**config.mk**
```make
export PLATFORM = sky130hd
export DESIGN_NAME = boton_comando_rx_flat
export DESIGN_NICKNAME = d
export VERILOG_FILES = /design/src/rtl/buscaminas_pkg.sv /design/src/rtl/boton_comando_rx_if.sv /design/src/rtl/boton_comando_rx_debouncer.sv /design/src/rtl/boton_comando_rx.sv /design/src/flat_wrapper.sv
export SDC_FILE = /design/constraint.sdc
export NUM_CORES = 1
export LEC_CHECK = 0
export CAP_MARGIN = 20
export CORE_MARGIN = 2
export CORE_UTILIZATION = 45
export CTS_CLUSTER_DIAMETER = 200
export DETAILED_ROUTE_END_ITERATION = 10
export PLACE_DENSITY = 0.63
export SLEW_MARGIN = 30
export SYNTH_ARGS = -nofsm -noshare
export SYNTH_HDL_FRONTEND = slang
export SYNTH_SLANG_ARGS = --single-unit
```
**constraint.sdc**
```tcl
create_clock -name clk -period 2.7 [get_ports clk]
set_input_delay 0.405 -clock clk [delete_from_list [all_inputs] [get_ports clk]]
set_output_delay 0.405 -clock clk [all_outputs]
set_load 0.03 [all_outputs]
```
**src/rtl/buscaminas_pkg.sv**
```systemverilog
// Shared types and defaults for the BuscaMinas button command receiver.
package buscaminas_pkg;

  // Command tokens delivered to the game FSM.
  typedef enum logic [1:0] {
    CMD_DOWN    = 2'd0,
    CMD_RIGHT   = 2'd1,
    CMD_BOMBA   = 2'd2,
    CMD_BANDERA = 2'd3
  } cmd_t;

  // Per-button debouncer states.
  typedef enum logic [1:0] {
    DB_HIGH      = 2'd0,
    DB_WAIT_LOW  = 2'd1,
    DB_LOW       = 2'd2,
    DB_WAIT_HIGH = 2'd3
  } db_state_t;

  localparam int unsigned DEF_SYNC_STAGES     = 32'd2;
  localparam int unsigned DEF_DEBOUNCE_CYCLES = 32'd4;
  localparam int unsigned DEF_FIFO_DEPTH      = 32'd4;
  localparam int unsigned NUM_BUTTONS         = 32'd4;

  // Fixed-priority pick: bit 0 (DOWN) wins over bit 3 (BANDERA).
  function automatic cmd_t prio_pick(input logic [NUM_BUTTONS-1:0] req);
    cmd_t pick;
    pick = CMD_DOWN;
    casez (req)
      4'b???1: pick = CMD_DOWN;
      4'b??10: pick = CMD_RIGHT;
      4'b?100: pick = CMD_BOMBA;
      4'b1000: pick = CMD_BANDERA;
      default: pick = CMD_DOWN;
    endcase
    return pick;
  endfunction

endpackage

```
**src/rtl/boton_comando_rx_if.sv**
```systemverilog
// Command queue handshake bundle between the button receiver and the game FSM.
interface boton_comando_rx_if
  import buscaminas_pkg::*;
#(
  parameter int unsigned FIFO_DEPTH = DEF_FIFO_DEPTH
);
  localparam int unsigned CNT_W = $clog2(FIFO_DEPTH) + 1;

  logic             cmd_valid;
  cmd_t             cmd_code;
  logic             cmd_ready;
  logic [CNT_W-1:0] cmd_count;
  logic             drop_flag;

  // Producer side: the receiver.
  modport master (
    output cmd_valid,
    output cmd_code,
    output cmd_count,
    output drop_flag,
    input  cmd_ready
  );

  // Consumer side: the game FSM.
  modport slave (
    input  cmd_valid,
    input  cmd_code,
    input  cmd_count,
    input  drop_flag,
    output cmd_ready
  );
endinterface

```
**src/rtl/boton_comando_rx_debouncer.sv**
```systemverilog
// Synchroniser plus debounce FSM for one active-low button; emits a
// one-cycle registered pulse on every accepted press (never on release).
module boton_debouncer
  import buscaminas_pkg::*;
#(
  parameter int unsigned SYNC_STAGES     = DEF_SYNC_STAGES,
  parameter int unsigned DEBOUNCE_CYCLES = DEF_DEBOUNCE_CYCLES
) (
  input  logic clk,
  input  logic rst,
  input  logic button,
  output logic press
);
  localparam int unsigned CNT_W = $clog2(DEBOUNCE_CYCLES + 1);
  localparam logic [CNT_W-1:0] CNT_ZERO = CNT_W'(0);
  localparam logic [CNT_W-1:0] CNT_ONE  = CNT_W'(1);
  localparam logic [CNT_W-1:0] CNT_LAST = CNT_W'(DEBOUNCE_CYCLES - 1);

  logic [SYNC_STAGES-1:0] sync_r;
  logic                   sync_s;
  db_state_t              state_r;
  db_state_t              state_nxt_s;
  logic [CNT_W-1:0]       cnt_r;
  logic [CNT_W-1:0]       cnt_nxt_s;
  logic                   press_r;
  logic                   press_nxt_s;

  assign sync_s = sync_r[SYNC_STAGES-1];
  assign press  = press_r;

  // Plain flop chain; resets to released so a held button reads as a new press.
  always_ff @(posedge clk or negedge rst) begin
    if (!rst) begin
      sync_r <= {SYNC_STAGES{1'b1}};
    end else begin
      sync_r <= {sync_r[SYNC_STAGES-2:0], button};
    end
  end

  // State, counter and press-pulse registers.
  always_ff @(posedge clk or negedge rst) begin
    if (!rst) begin
      state_r <= DB_HIGH;
      cnt_r   <= CNT_ZERO;
      press_r <= 1'b0;
    end else begin
      state_r <= state_nxt_s;
      cnt_r   <= cnt_nxt_s;
      press_r <= press_nxt_s;
    end
  end

  // Next state: a level change must persist DEBOUNCE_CYCLES synchronised cycles.
  always_comb begin
    state_nxt_s = state_r;
    cnt_nxt_s   = cnt_r;
    case (state_r)
      DB_HIGH: begin
        if (!sync_s) begin
          if (DEBOUNCE_CYCLES == 32'd1) begin
            state_nxt_s = DB_LOW;
            cnt_nxt_s   = CNT_ZERO;
          end else begin
            state_nxt_s = DB_WAIT_LOW;
            cnt_nxt_s   = CNT_ONE;
          end
        end else begin
          state_nxt_s = DB_HIGH;
          cnt_nxt_s   = CNT_ZERO;
        end
      end
      DB_WAIT_LOW: begin
        if (!sync_s) begin
          if (cnt_r >= CNT_LAST) begin
            state_nxt_s = DB_LOW;
            cnt_nxt_s   = CNT_ZERO;
          end else begin
            state_nxt_s = DB_WAIT_LOW;
            cnt_nxt_s   = cnt_r + CNT_ONE;
          end
        end else begin
          state_nxt_s = DB_HIGH;
          cnt_nxt_s   = CNT_ZERO;
        end
      end
      DB_LOW: begin
        if (sync_s) begin
          if (DEBOUNCE_CYCLES == 32'd1) begin
            state_nxt_s = DB_HIGH;
            cnt_nxt_s   = CNT_ZERO;
          end else begin
            state_nxt_s = DB_WAIT_HIGH;
            cnt_nxt_s   = CNT_ONE;
          end
        end else begin
          state_nxt_s = DB_LOW;
          cnt_nxt_s   = CNT_ZERO;
        end
      end
      DB_WAIT_HIGH: begin
        if (sync_s) begin
          if (cnt_r >= CNT_LAST) begin
            state_nxt_s = DB_HIGH;
            cnt_nxt_s   = CNT_ZERO;
          end else begin
            state_nxt_s = DB_WAIT_HIGH;
            cnt_nxt_s   = cnt_r + CNT_ONE;
          end
        end else begin
          state_nxt_s = DB_LOW;
          cnt_nxt_s   = CNT_ZERO;
        end
      end
      default: begin
        state_nxt_s = DB_HIGH;
        cnt_nxt_s   = CNT_ZERO;
      end
    endcase
  end

  // Press pulse: only the released-to-pressed transition produces a token.
  always_comb begin
    press_nxt_s = 1'b0;
    if ((state_r == DB_HIGH || state_r == DB_WAIT_LOW) && state_nxt_s == DB_LOW) begin
      press_nxt_s = 1'b1;
    end else begin
      press_nxt_s = 1'b0;
    end
  end

endmodule

```
**src/rtl/boton_comando_rx.sv**
```systemverilog
// Button receiver top: four debouncers, pending flags, fixed-priority
// arbiter and a first-word-fall-through command FIFO.
module boton_comando_rx
  import buscaminas_pkg::*;
#(
  parameter int unsigned SYNC_STAGES     = DEF_SYNC_STAGES,
  parameter int unsigned DEBOUNCE_CYCLES = DEF_DEBOUNCE_CYCLES,
  parameter int unsigned FIFO_DEPTH      = DEF_FIFO_DEPTH
) (
  input  logic                      clk,
  input  logic                      rst,
  input  logic                      button_down,
  input  logic                      button_right,
  input  logic                      button_bomba,
  input  logic                      button_bandera,
  boton_comando_rx_if.master        cmd_if
);
  localparam int unsigned PTR_W = $clog2(FIFO_DEPTH);
  localparam int unsigned CNT_W = PTR_W + 1;

  logic [NUM_BUTTONS-1:0] raw_s;
  logic [NUM_BUTTONS-1:0] press_s;
  logic [NUM_BUTTONS-1:0] pending_r;
  logic [NUM_BUTTONS-1:0] clear_s;
  logic                   drop_r;
  cmd_t                   pick_s;
  logic                   full_s;
  logic                   pop_s;
  logic                   push_s;
  cmd_t                   mem_r [FIFO_DEPTH];
  logic [PTR_W-1:0]       wr_ptr_r;
  logic [PTR_W-1:0]       rd_ptr_r;
  logic [CNT_W-1:0]       count_r;
  logic [CNT_W-1:0]       count_nxt_s;
  logic                   valid_r;

  // Bit order matches cmd_t encoding so the arbiter index is the code.
  assign raw_s = {button_bandera, button_bomba, button_right, button_down};

  for (genvar g = 0; g < NUM_BUTTONS; g++) begin : g_btn
    boton_debouncer #(
      .SYNC_STAGES     (SYNC_STAGES),
      .DEBOUNCE_CYCLES (DEBOUNCE_CYCLES)
    ) u_deb (
      .clk    (clk),
      .rst    (rst),
      .button (raw_s[g]),
      .press  (press_s[g])
    );
  end

  // Arbiter: push the highest-priority pending code when the queue can take it.
  always_comb begin
    full_s = (count_r == CNT_W'(FIFO_DEPTH));
    pop_s  = valid_r && cmd_if.cmd_ready;
    pick_s = prio_pick(pending_r);
    if ((pending_r != {NUM_BUTTONS{1'b0}}) && (!full_s || pop_s)) begin
      push_s  = 1'b1;
      clear_s = 4'b0001 << pick_s;
    end else begin
      push_s  = 1'b0;
      clear_s = 4'b0000;
    end
  end

  // Occupancy update; simultaneous push and pop leave it unchanged.
  always_comb begin
    case ({push_s, pop_s})
      2'b10:   count_nxt_s = count_r + CNT_W'(1);
      2'b01:   count_nxt_s = count_r - CNT_W'(1);
      default: count_nxt_s = count_r;
    endcase
  end

  // Pending flags and sticky drop: a second press before the first is queued is lost.
  always_ff @(posedge clk or negedge rst) begin
    if (!rst) begin
      pending_r <= {NUM_BUTTONS{1'b0}};
      drop_r    <= 1'b0;
    end else begin
      pending_r <= (pending_r & ~clear_s) | press_s;
      drop_r    <= drop_r | (|(press_s & pending_r & ~clear_s));
    end
  end

  // FIFO storage and pointers; pointers wrap naturally at a power-of-2 depth.
  always_ff @(posedge clk or negedge rst) begin
    if (!rst) begin
      for (int i = 0; i < FIFO_DEPTH; i++) begin
        mem_r[i] <= CMD_DOWN;
      end
      wr_ptr_r <= PTR_W'(0);
      rd_ptr_r <= PTR_W'(0);
      count_r  <= CNT_W'(0);
      valid_r  <= 1'b0;
    end else begin
      if (push_s) begin
        mem_r[wr_ptr_r] <= pick_s;
        wr_ptr_r        <= wr_ptr_r + PTR_W'(1);
      end
      if (pop_s) begin
        rd_ptr_r <= rd_ptr_r + PTR_W'(1);
      end
      count_r <= count_nxt_s;
      valid_r <= (count_nxt_s != CNT_W'(0));
    end
  end

  assign cmd_if.cmd_valid = valid_r;
  assign cmd_if.cmd_code  = mem_r[rd_ptr_r];
  assign cmd_if.cmd_count = count_r;
  assign cmd_if.drop_flag = drop_r;

endmodule

```
**src/flat_wrapper.sv**
```systemverilog
// flat-port wrapper written by rule: the top's interface ports become plain ports
module boton_comando_rx_flat import buscaminas_pkg::*;
#(
  parameter int unsigned SYNC_STAGES     = DEF_SYNC_STAGES,
  parameter int unsigned DEBOUNCE_CYCLES = DEF_DEBOUNCE_CYCLES,
  parameter int unsigned FIFO_DEPTH      = DEF_FIFO_DEPTH
)
  (clk, rst, button_down, button_right, button_bomba, button_bandera, cmd_if_cmd_valid, cmd_if_cmd_code, cmd_if_cmd_count, cmd_if_drop_flag, cmd_if_cmd_ready);
  boton_comando_rx_if #(.FIFO_DEPTH(FIFO_DEPTH)) cmd_if_i ();
  input  logic clk;
  input  logic rst;
  input  logic button_down;
  input  logic button_right;
  input  logic button_bomba;
  input  logic button_bandera;
  output wire logic [$bits(cmd_if_i.cmd_valid)-1:0] cmd_if_cmd_valid;
  output wire logic [$bits(cmd_if_i.cmd_code)-1:0] cmd_if_cmd_code;
  output wire logic [$bits(cmd_if_i.cmd_count)-1:0] cmd_if_cmd_count;
  output wire logic [$bits(cmd_if_i.drop_flag)-1:0] cmd_if_drop_flag;
  input wire logic [$bits(cmd_if_i.cmd_ready)-1:0] cmd_if_cmd_ready;
  assign cmd_if_cmd_valid = cmd_if_i.cmd_valid;
  assign cmd_if_cmd_code = cmd_if_i.cmd_code;
  assign cmd_if_cmd_count = cmd_if_i.cmd_count;
  assign cmd_if_drop_flag = cmd_if_i.drop_flag;
  assign cmd_if_i.cmd_ready = cmd_if_cmd_ready;
  boton_comando_rx #(.SYNC_STAGES(SYNC_STAGES), .DEBOUNCE_CYCLES(DEBOUNCE_CYCLES), .FIFO_DEPTH(FIFO_DEPTH)) u_core (.clk(clk), .rst(rst), .button_down(button_down), .button_right(button_right), .button_bomba(button_bomba), .button_bandera(button_bandera), .cmd_if(cmd_if_i));
endmodule
```
# Word-level counts from Yosys, hierarchy flattened
# Cells that the tools add are included.
totals:
  ff_bits: 53
  inputBits: 7
  output_inout_bits: 7
  elab_cells: 158
classes:
  add_sub_neg: 8
  n_lt_le_gt_ge: 7
  eq_ne: 22
  shifts: 1
  mux: 66
  bitwise: 8
  n_reduce_logical: 20
op_table:
  columns: ["op", "count"]
  rows:
  - ["3-bit one-hot mux with 4 select lines", 4]
  - ["2-bit 2-to-1 mux", 19]
  - ["3-bit 2-to-1 mux", 12]
  - ["2-bit one-hot mux with 4 select lines", 4]
  - ["2-bit equality test (second input constant)", 14]
  - ["1-bit 2-to-1 mux", 21]
  - ["3-bit by 1-bit adder with 3-bit output (second input constant)", 5]
  - ["4-bit bitwise AND", 3]
  - ["3-bit by 2-bit >= comparator with 1-bit output (second input constant)", 4]
  - ["2-bit by 1-bit equality test with 1-bit output (second input constant)", 5]
  - ["8-bit bitwise mux", 1]
  - ["2-bit logical NOT", 4]
  - ["1-bit logical AND", 7]
  - ["3-bit equality test (second input constant)", 2]
  - ["3-bit >= comparator (second input constant)", 2]
  - ["2-bit inverter with 3-bit output", 2]
  - ["2-bit one-hot mux with 3 select lines", 1]
  - ["3-bit one-hot mux with 2 select lines", 1]
  - ["1-bit logical OR", 5]
  - ["2-bit by 1-bit adder with 2-bit output (second input constant)", 2]
  - ["2-bit binary-select mux with 2-bit select", 1]
  - ["2-bit demux with 2-bit select", 1]
  - ["4-bit equality test (second input constant)", 1]
  - ["4-bit 2-to-1 mux", 1]
  - ["other kinds (10)", 10]

# Longest topological paths before layout
# Gate-level depths: netlist (run 1).
logic_depth:
  ltp_word: 9
  ltp_mapped: 8
  mapped_depth_nobuf: 8

# Cells and area by module
# From an unflattened synthesis (run 1), not the netlist that was laid out.
hier_totals:
  cells_unflattened: 201
  hier_area_um2: 2399.8
modules_own_cells:
  columns: ["mod", "instances", "cells_per_inst", "area_per_inst_um2", "seq_area_each_um2"]
  rows:
  - ["boton_debouncer", 4, 25, 312.8, 202.7]
  - ["boton_comando_rx", 1, 101, 1148.6, 525.5]

# Least setup slack after synthesis (run 1)
# OpenSTA, ideal clock, no wires.
synth_timing:
  kind: "register to register"
  startpoint: "register u_core.count_r[0], in the netlist u_core.cmd_if.cmd_count[0]"
  endpoint: "register u_core.valid_r, in the netlist u_core.cmd_if.cmd_valid"
  setup_ns: 0.134
  arrival_time_ns: 2.157
  required_ns: 2.566
  path_slack_ns: 0.408
  path_stages_with_launch: 9
  n_path_buf: 0
  period_less_slack_ns: 2.292
  cell_sequence: "dfrtp_1 > a211oi_4 > a21oi_2 > inv_1 > ha_1 > fa_1 > mux2_2 > nor2_1 > nand3_1"
synth_between:
  elab_chain_cells: 8
  elab_cells_between_ends: 11
  classes_between: "2 x add/sub; 3 x eq/ne; 2 x mux; 4 x reduce/logical"
synth_rtl:
  columns: ["item", "line", "source"]
  rows:
  - ["from (decl)", "boton_comando_rx.sv:33", "logic [CNT_W-1:0] count_r;"]
  - ["from (signal assigned)", "boton_comando_rx.sv:104", "count_r <= count_nxt_s;"]
  - ["3-bit equality test", "boton_comando_rx.sv:54", "full_s = (count_r == CNT_W'(FIFO_DEPTH));"]
  - ["1-bit logical NOT", "boton_comando_rx.sv:57", "if ((pending_r != {NUM_BUTTONS{1'b0}}) && (!full_s || pop_s)) begin"]
  - ["1-bit logical OR", "boton_comando_rx.sv:57", null]
  - ["1-bit logical AND", "boton_comando_rx.sv:57", null]
  - ["1-bit 2-to-1 mux", "boton_comando_rx.sv:57", null]
  - ["2-bit by 1-bit equality test with 1-bit output / 2-bit equality test (equally long branches)", "boton_comando_rx.sv:68", "case ({push_s, pop_s})"]
  - ["3-bit one-hot mux with 2 select lines (*)", "boton_comando_rx.sv:68", null]
  - ["named net u_core.count_nxt_s[1]", "boton_comando_rx.sv:34", "logic [CNT_W-1:0] count_nxt_s;"]
  - ["3-bit nonzero test (*)", "boton_comando_rx.sv:105", "valid_r <= (count_nxt_s != CNT_W'(0));"]
  - ["to (signal assigned)", "boton_comando_rx.sv:105", null]
  - ["to (decl)", "boton_comando_rx.sv:35", "logic valid_r;"]
# Mark *: on every way through the listed nets, which the timed path passes. The rest lies on a longest branch.
# A chain may end at the register's enable or synchronous reset.

# Final worst setup path (run 1)
layout_timing:
  startpoint: "register u_core.rd_ptr_r[0]"
  endpoint: "output port cmd_if_cmd_code[0]"
layout_between:
  elab_chain_cells: 4
layout_rtl:
  columns: ["item", "line", "source"]
  rows:
  - ["from (decl)", "boton_comando_rx.sv:32", "logic [PTR_W-1:0] rd_ptr_r;"]
  - ["from (signal assigned)", "boton_comando_rx.sv:102", "rd_ptr_r <= rd_ptr_r + PTR_W'(1);"]
  - ["2-bit inverter with 3-bit output (not written as such)", "boton_comando_rx.sv:110", "assign cmd_if.cmd_code = mem_r[rd_ptr_r];"]
  - ["2-bit binary-select mux with 2-bit select", "boton_comando_rx.sv:110", null]
  - ["2-bit 2-to-1 mux (not written as such) (2 in series)", "boton_comando_rx.sv:110", null]
  - ["to (decl)", "flat_wrapper.sv:17", "output wire logic [$bits(cmd_if_i.cmd_code)-1:0] cmd_if_cmd_code;"]
# No other way between the ends. The select of a mux whose other input is x is not followed.

==> results.py, run 1 <==
metrics = {
    "outcome": {
        "status": "finished, final reports clean",
    },
    "routing": {
        "wl_um": 3470,
        "wl_per_cell_um": 12.4,
        "first_pass_iters": 4,
        "drt_iter0_markers": 56,
        "vias_per_cell": 5.02,
        "drc": 0,
        "num_vias": 1405,
        "ant_nets": 0,
    },
    "pwr": {
        "seqPwrFrac_pct": 46.9,
        "peakVddDrop_mv": 0.398,
        "switching_share_pct": 35.7,
        "comb_power_share_pct": 36.0,
        "clkPwrFrac_pct": 17.1,
        "power.switching_w": 0.000970,
        "power.leakage_nw": 1.14,
        "p_int_w": 0.00175,
        "power_density_nw_per_um2": 1030,
    },
    "clock_tree": {
        "cts_setup_buffers": 0,
        "cts_hold_buf": 0,
        "clk_latency_ps": 290,
        "cts_tree": "done",
        "clkTransAtPathRegs_ps": 90,
        "cts_resized": 0,
        "htree_levels": 2,
        "cts_buffer_depth": 2,
        "root_buffer": "clkbuf_8",
        "cts_buffers": 5,
        "clock_sinks": 53,
    },
    "worst_setup_path": {
        "critPathMaxFanout": 4,
        "crit_path_start_kind": "flop",
        "critPathArrivalTime_ps": 1890,
        "cp-end-kind": "output pin",
        "crit_type": "reg2out",
        "worstPathRequired_ps": 2300,
    },
    "floorplanning": {
        "rows": 26,
        "ios": 14,
        "fp.coreArea_um2": 5010,
        "die_area_um2": 5700,
        "die_h_um": 75.5,
        "die_w_um": 75.5,
        "start_util_pct": 45.9,
    },
    "place": {
        "place_area_um2": 2530,
        "place_ws_ps": 133,
        "gp_congestion": 0.827,
        "io_buffers": 13,
        "hpwl_um": 2610,
    },
    "cells_and_area": {
        "postLayoutCellArea_um2": 2630,
        "syn2layout_area_growth_pct": 14.5,
        "nNetsFinal": 230,
        "drive_gt1_share_pct": 14.8,
        "num-fill-cells": 463,
        "fin_util_pct": 52.6,
        "diodes": 0,
        "most-common-layout-cells": "dfrtp_1, inv_1, nor2_1",
        "layout_commonest_cell": "dfrtp_1",
    },
    "timing": {
        "final.setup.worst_slack_ps": 404,
        "slew_headroom_pct": 60.7,
        "setup_viol": 0,
        "tightest_slew_ps": 589,
        "tns_ps": 0,
        "slew_viol_final": 0,
        "clock.fmax_mhz": 435,
        "fin_crit_ps": 2300,
        "skew_ps": 6.38,
        "finalHoldViolCount": 0,
        "period_share_pct": 85.1,
        "rsz0062_at_grt": "false",
    },
    "grt": {
        "grt_overflow": 0,
        "grt_pass1_vias": 1470,
        "antenna_found_initial": 0,
        "grt_max_degree": 50,
        "track_usage_pct": 14.6,
        "grt_pass1_wl_um": 6210,
    },
    "synthesis": {
        "ys_types": 38,
        "syn_nets": 208,
        "synth_compound_area_share_pct": 12.0,
        "avgSynthCellArea_um2": 12.3,
        "synth_area_um2": 2300,
        "synth_top_family_by_area": "compound AO/OA/AOI/OAI gates",
        "synth-simple-area-share_pct": 9.96,
        "synthXorXnorAreaFrac_pct": 3.43,
        "synthMuxAreaShare_pct": 4.90,
        "synthArstFlopShare_pct": 100,
        "yosysWarnings": 0,
        "synth-edff-count": 0,
        "netlist_instances": 187,
        "ys_seq_elements": 53,
        "synthAdderAreaFrac_pct": 7.94,
        "seq_area_frac_synth_pct": 58.1,
        "synth_flop_cell": "dfrtp_1",
    },
    "flow_run": {
        "cap_violations": 0,
    },
    "worst_hold_path": {
        "hold_class": "in2async",
    },
}
-- cell type report --
| type | instances | area (um2) | area share (%) |
|---|---|---|---|
| clock buffers | 7 | 96.3 | 3.66 |
| clock inverters | 1 | 5.00 | 0.190 |
| well taps | 70 | 87.6 | 3.33 |
| flip-flops and latches | 53 | 1340 | 50.7 |
| inverters | 21 | 78.8 | 2.99 |
| repair buffers | 16 | 150 | 5.70 |
| multi-input cells | 112 | 880 | 33.4 |
-- critical path: stages, from the launching register on --
cell,delay (ps)
dfrtp_1,470
mux4_2,520
clkdlybuf4s50_1,610
-- registers in the layout (all words and copies together) (netlist names) --
name	flops
u_core.g_btn.u_deb.press	4
u_core.rd_ptr_r	2
u_core.mem_r	8
u_core.cmd_if.cmd_valid	1
u_core.pending_r	4
u_core.cmd_if.drop_flag	1
u_core.g_btn.u_deb.sync_r	8
u_core.g_btn.u_deb.cnt_r	12
u_core.cmd_if.cmd_count	3
u_core.wr_ptr_r	2
u_core.g_btn.u_deb.state_r	8
-- final timing paths --
check                           cells past startpoint                                 startpoint                                         to  slack [ps]
worst min-delay path                                1                                        rst                u_core.mem_r[3]$_DFFE_PN0P_         110
max in group asynchronous                           2                                        rst  u_core.g_btn[0].u_deb.sync_r[0]$_DFF_PN1_        2000
worst max register to register                      8              u_core.pending_r[2]$_DFF_PN0_          u_core.cmd_if.cmd_valid$_DFF_PN0_         410
worst max-delay path                                2             u_core.rd_ptr_r[0]$_DFFE_PN0P_                         cmd_if_cmd_code[0]         400
worst min register to register                      0  u_core.g_btn[2].u_deb.sync_r[0]$_DFF_PN1_  u_core.g_btn[2].u_deb.sync_r[1]$_DFF_PN1_         360
min in group clk                                    0  u_core.g_btn[2].u_deb.sync_r[0]$_DFF_PN1_  u_core.g_btn[2].u_deb.sync_r[1]$_DFF_PN1_         360
-- per-stage QoR --
step | hold slack [ps] | power, W | instances
6_report | 112 | 0.00272 | 280
5_1_grt | 144 | 0.00294 | 280
4_1_cts | 119 | 0.00276 | 280
3_5_place_dp | 347 | 0.00228 | 272
3_3_place_gp | 347 | 0.00220 | 272
2_1_floorplan | 109 | 0.00197 | 187
-- synth_stat cells, types with 2 or more instances --
| cell type | number | area (um2) |
|---|---|---|
| mux2_2 | 2 | 22.5 |
| nor2_1 | 14 | 52.6 |
| nor3_1 | 5 | 25.0 |
| a2bb2oi_1 | 4 | 35.0 |
| xnor2_1 | 7 | 61.3 |
| mux4_2 | 2 | 45.0 |
| dfstp_2 | 8 | 210 |
| o21bai_1 | 2 | 15.0 |
| ha_1 | 13 | 163 |
| nand2_1 | 2 | 7.51 |
| nand3_1 | 5 | 25.0 |
| and2_1 | 5 | 31.3 |
| dfrtp_1 | 45 | 1130 |
| mux2_1 | 4 | 45.0 |
| o21ai_0 | 11 | 55.1 |
| nand2b_1 | 5 | 31.3 |
| inv_1 | 21 | 78.8 |
| a211oi_1 | 8 | 60.1 |
| xor2_1 | 2 | 17.5 |
| a21oi_1 | 4 | 20.0 |
-- cells by family (layout without fill, tap and decap cells) --
group / count (synthesis) / in the layout
and+or+nand+nor: 42 / 42
xor gates and xnor gates: 9 / 9
muxes: 8 / 8
adders and majority gates: 14 / 14
buffers and inverters: 22 / 45
AOI/OAI and AO/OA: 39 / 39
DFF: 53 / 53
-- routing by layer --
metal	track usage (%)	part of all wire [%]	vias to the layer above
met1	16.7	43	705
met3	4.37	2.7	5
met2	25.7	53	13
met5	0	0	-
li1	-	-	682
met4	6.04	1.5	0
-- power by group through the flow --
stage	clock (W)	combinational [W]	sequential [W]
after floorplan	0	0.000696	0.00127
after global placement	0	0.000932	0.00127
after detailed placement	0	0.000993	0.00129
after CTS	0.000490	0.000996	0.00128
after global routing	0.000519	0.00111	0.00131
final	0.000465	0.000979	0.00127
Note: power is estimated with default switching activity, not from simulation.
==> inputs of run 2 (changes only) <==
--- a/config.mk
+++ b/config.mk
@@ -10,8 +10,8 @@
 export CORE_UTILIZATION = 45
 export CTS_CLUSTER_DIAMETER = 200
 export DETAILED_ROUTE_END_ITERATION = 10
-export PLACE_DENSITY = 0.63
-export SLEW_MARGIN = 30
+export PLACE_DENSITY = 0.65
+export SLEW_MARGIN = 5
 export SYNTH_ARGS = -nofsm -noshare
 export SYNTH_HDL_FRONTEND = slang
 export SYNTH_SLANG_ARGS = --single-unit
==> results.py, run 2 (synthesis results as in run 1) <==
metrics = {
    "clock_tree": {
        "htree_levels": 2,
        "cts_buffers": 5,
        "root_buffer": "clkbuf_8",
        "cts_tree": "done",
        "cts_setup_buffers": 0,
        "clkTransAtPathRegs_ps": 90,
        "clock_sinks": 53,
        "clk_latency_ps": 300,
        "cts_resized": 0,
        "cts_buffer_depth": 2,
        "cts_hold_buf": 0,
    },
    "routing": {
        "wl_per_cell_um": 12.9,
        "ant_nets": 0,
        "drc": 0,
        "vias_per_cell": 5.09,
        "num_vias": 1429,
        "first_pass_iters": 4,
        "drt_iter0_markers": 66,
        "wl_um": 3630,
    },
    "timing": {
        "clock.fmax_mhz": 437,
        "fin_crit_ps": 2290,
        "rsz0062_at_grt": "false",
        "tns_ps": 0,
        "finalHoldViolCount": 0,
        "slew_headroom_pct": 65.2,
        "tightest_slew_ps": 522,
        "period_share_pct": 84.8,
        "skew_ps": 5.22,
        "slew_viol_final": 0,
        "setup_viol": 0,
    },
    "worst_setup_path": {
        "critPathMaxFanout": 4,
        "path_cells": "mux4_2 -> clkdlybuf4s50_1",
        "rr_worst_depth": 8,
        "r2r_setup_slack_ps": 530,
        "crit_family": "buffers and inverters",
        "critPathArrivalTime_ps": 1890,
        "cp-end-kind": "output pin",
        "worstReg2RegStart": "u_core.pending_r[2]$_DFF_PN0_",
        "crit_type": "reg2out",
        "crit_path_start_kind": "flop",
        "slowest_stage": "clkdlybuf4s50_1",
        "timing.critical_path.buf_inv": 1,
        "critPathMaxStageDelay_ps": 600,
        "rr_endpoint": "u_core.cmd_if.cmd_valid$_DFF_PN0_",
        "worstPathRequired_ps": 2300,
    },
    "worst_hold_path": {
        "hold_class": "in2async",
    },
    "cells_and_area": {
        "largest_reg_flops": 12,
        "register_area_um2": 1340,
        "most-common-layout-cells": "dfrtp_1, inv_1, nor2_1",
        "largest-register": "u_core.g_btn.u_deb.cnt_r",
        "multiInputGateArea_um2": 880,
        "syn2layout_area_growth_pct": 15.6,
        "num-fill-cells": 427,
        "layout_commonest_cell": "dfrtp_1",
        "drive_gt1_share_pct": 15.2,
        "diodes": 0,
        "nNetsFinal": 231,
    },
    "floorplanning": {
        "die_area_um2": 5700,
        "fp.coreArea_um2": 5010,
        "start_util_pct": 45.9,
        "ios": 14,
        "die_h_um": 75.5,
        "rows": 26,
        "die_w_um": 75.5,
    },
    "grt": {
        "track_usage_pct": 15.0,
        "grt_pass1_vias": 1471,
        "grt_pass1_wl_um": 6380,
        "grt_overflow": 0,
        "grt_max_degree": 26,
        "antenna_found_initial": 0,
    },
    "place": {
        "hpwl_um": 2740,
        "gp_congestion": 0.776,
        "io_buffers": 13,
    },
    "pwr": {
        "power.leakage_nw": 1.15,
        "peakVddDrop_mv": 0.428,
        "power.switching_w": 0.000989,
        "clkPwrFrac_pct": 19.5,
        "power_density_nw_per_um2": 1060,
        "comb_power_share_pct": 35.1,
        "switching_share_pct": 35.2,
        "p_total_w": 0.00281,
        "seqPwrFrac_pct": 45.4,
        "p_int_w": 0.00182,
    },
    "flow_run": {
        "cap_violations": 0,
    },
    "outcome": {
        "status": "finished, final reports clean",
    },
}
## run 2: through the flow
stage                     std cells  setup slack, ps  hold WS [ps]  util [%]  cell area, um2
final                           281              409          69.8      53.0            2660
after global routing            281              301          91.4      53.0            2660
after CTS                       281              372          86.8      53.0            2660
after detailed placement        273              128           347      50.6            2540
after global placement          273              205           347      50.6            2540
after floorplan                 187              408           109         -            2300
## run 2: routing by layer
layer  routed length, um  GRT usage [%]  vias up
met3                 127           4.10        5
met4                  42           6.43        0
li1                    -              -      685
met2                1920           26.2       23
met1                1540           17.2      716
met5                   0              0        -
## run 2: worst max path at each step
stage | end | slack, ps | startpoint | cells after the start
6_report | cmd_if_cmd_code[1] | 410 | u_core.rd_ptr_r[0]$_DFFE_PN0P_ | 2
5_1_grt | cmd_if_cmd_code[0] | 300 | u_core.rd_ptr_r[0]$_DFFE_PN0P_ | 2
4_1_cts | cmd_if_cmd_code[0] | 370 | u_core.rd_ptr_r[0]$_DFFE_PN0P_ | 2
3_5_place_dp | u_core.cmd_if.cmd_valid$_DFF_PN0_ | 130 | cmd_if_cmd_ready | 9
3_3_place_gp | u_core.cmd_if.cmd_valid$_DFF_PN0_ | 200 | cmd_if_cmd_ready | 9
2_1_floorplan | u_core.cmd_if.cmd_valid$_DFF_PN0_ | 410 | u_core.cmd_if.cmd_count[0]$_DFF_PN0_ | 8
## run 2: area by class of cell
cell class,instances,area share (%)
flip-flops and latches,53,50.3
multi-input cells,112,33.1
repair buffers,17,5.84
well taps,70,3.30
clock buffers,6,3.11
inverters,21,2.97
clock inverters,2,1.41
## run 2: power groups by stage
stage                     Clock [W]  Combinational, W  Sequential [W]
final                      0.000548          0.000987         0.00128
after global routing       0.000603           0.00111         0.00132
after CTS                  0.000565           0.00100         0.00128
after detailed placement          0          0.000995         0.00129
after global placement            0          0.000939         0.00127
after floorplan                   0          0.000696         0.00127
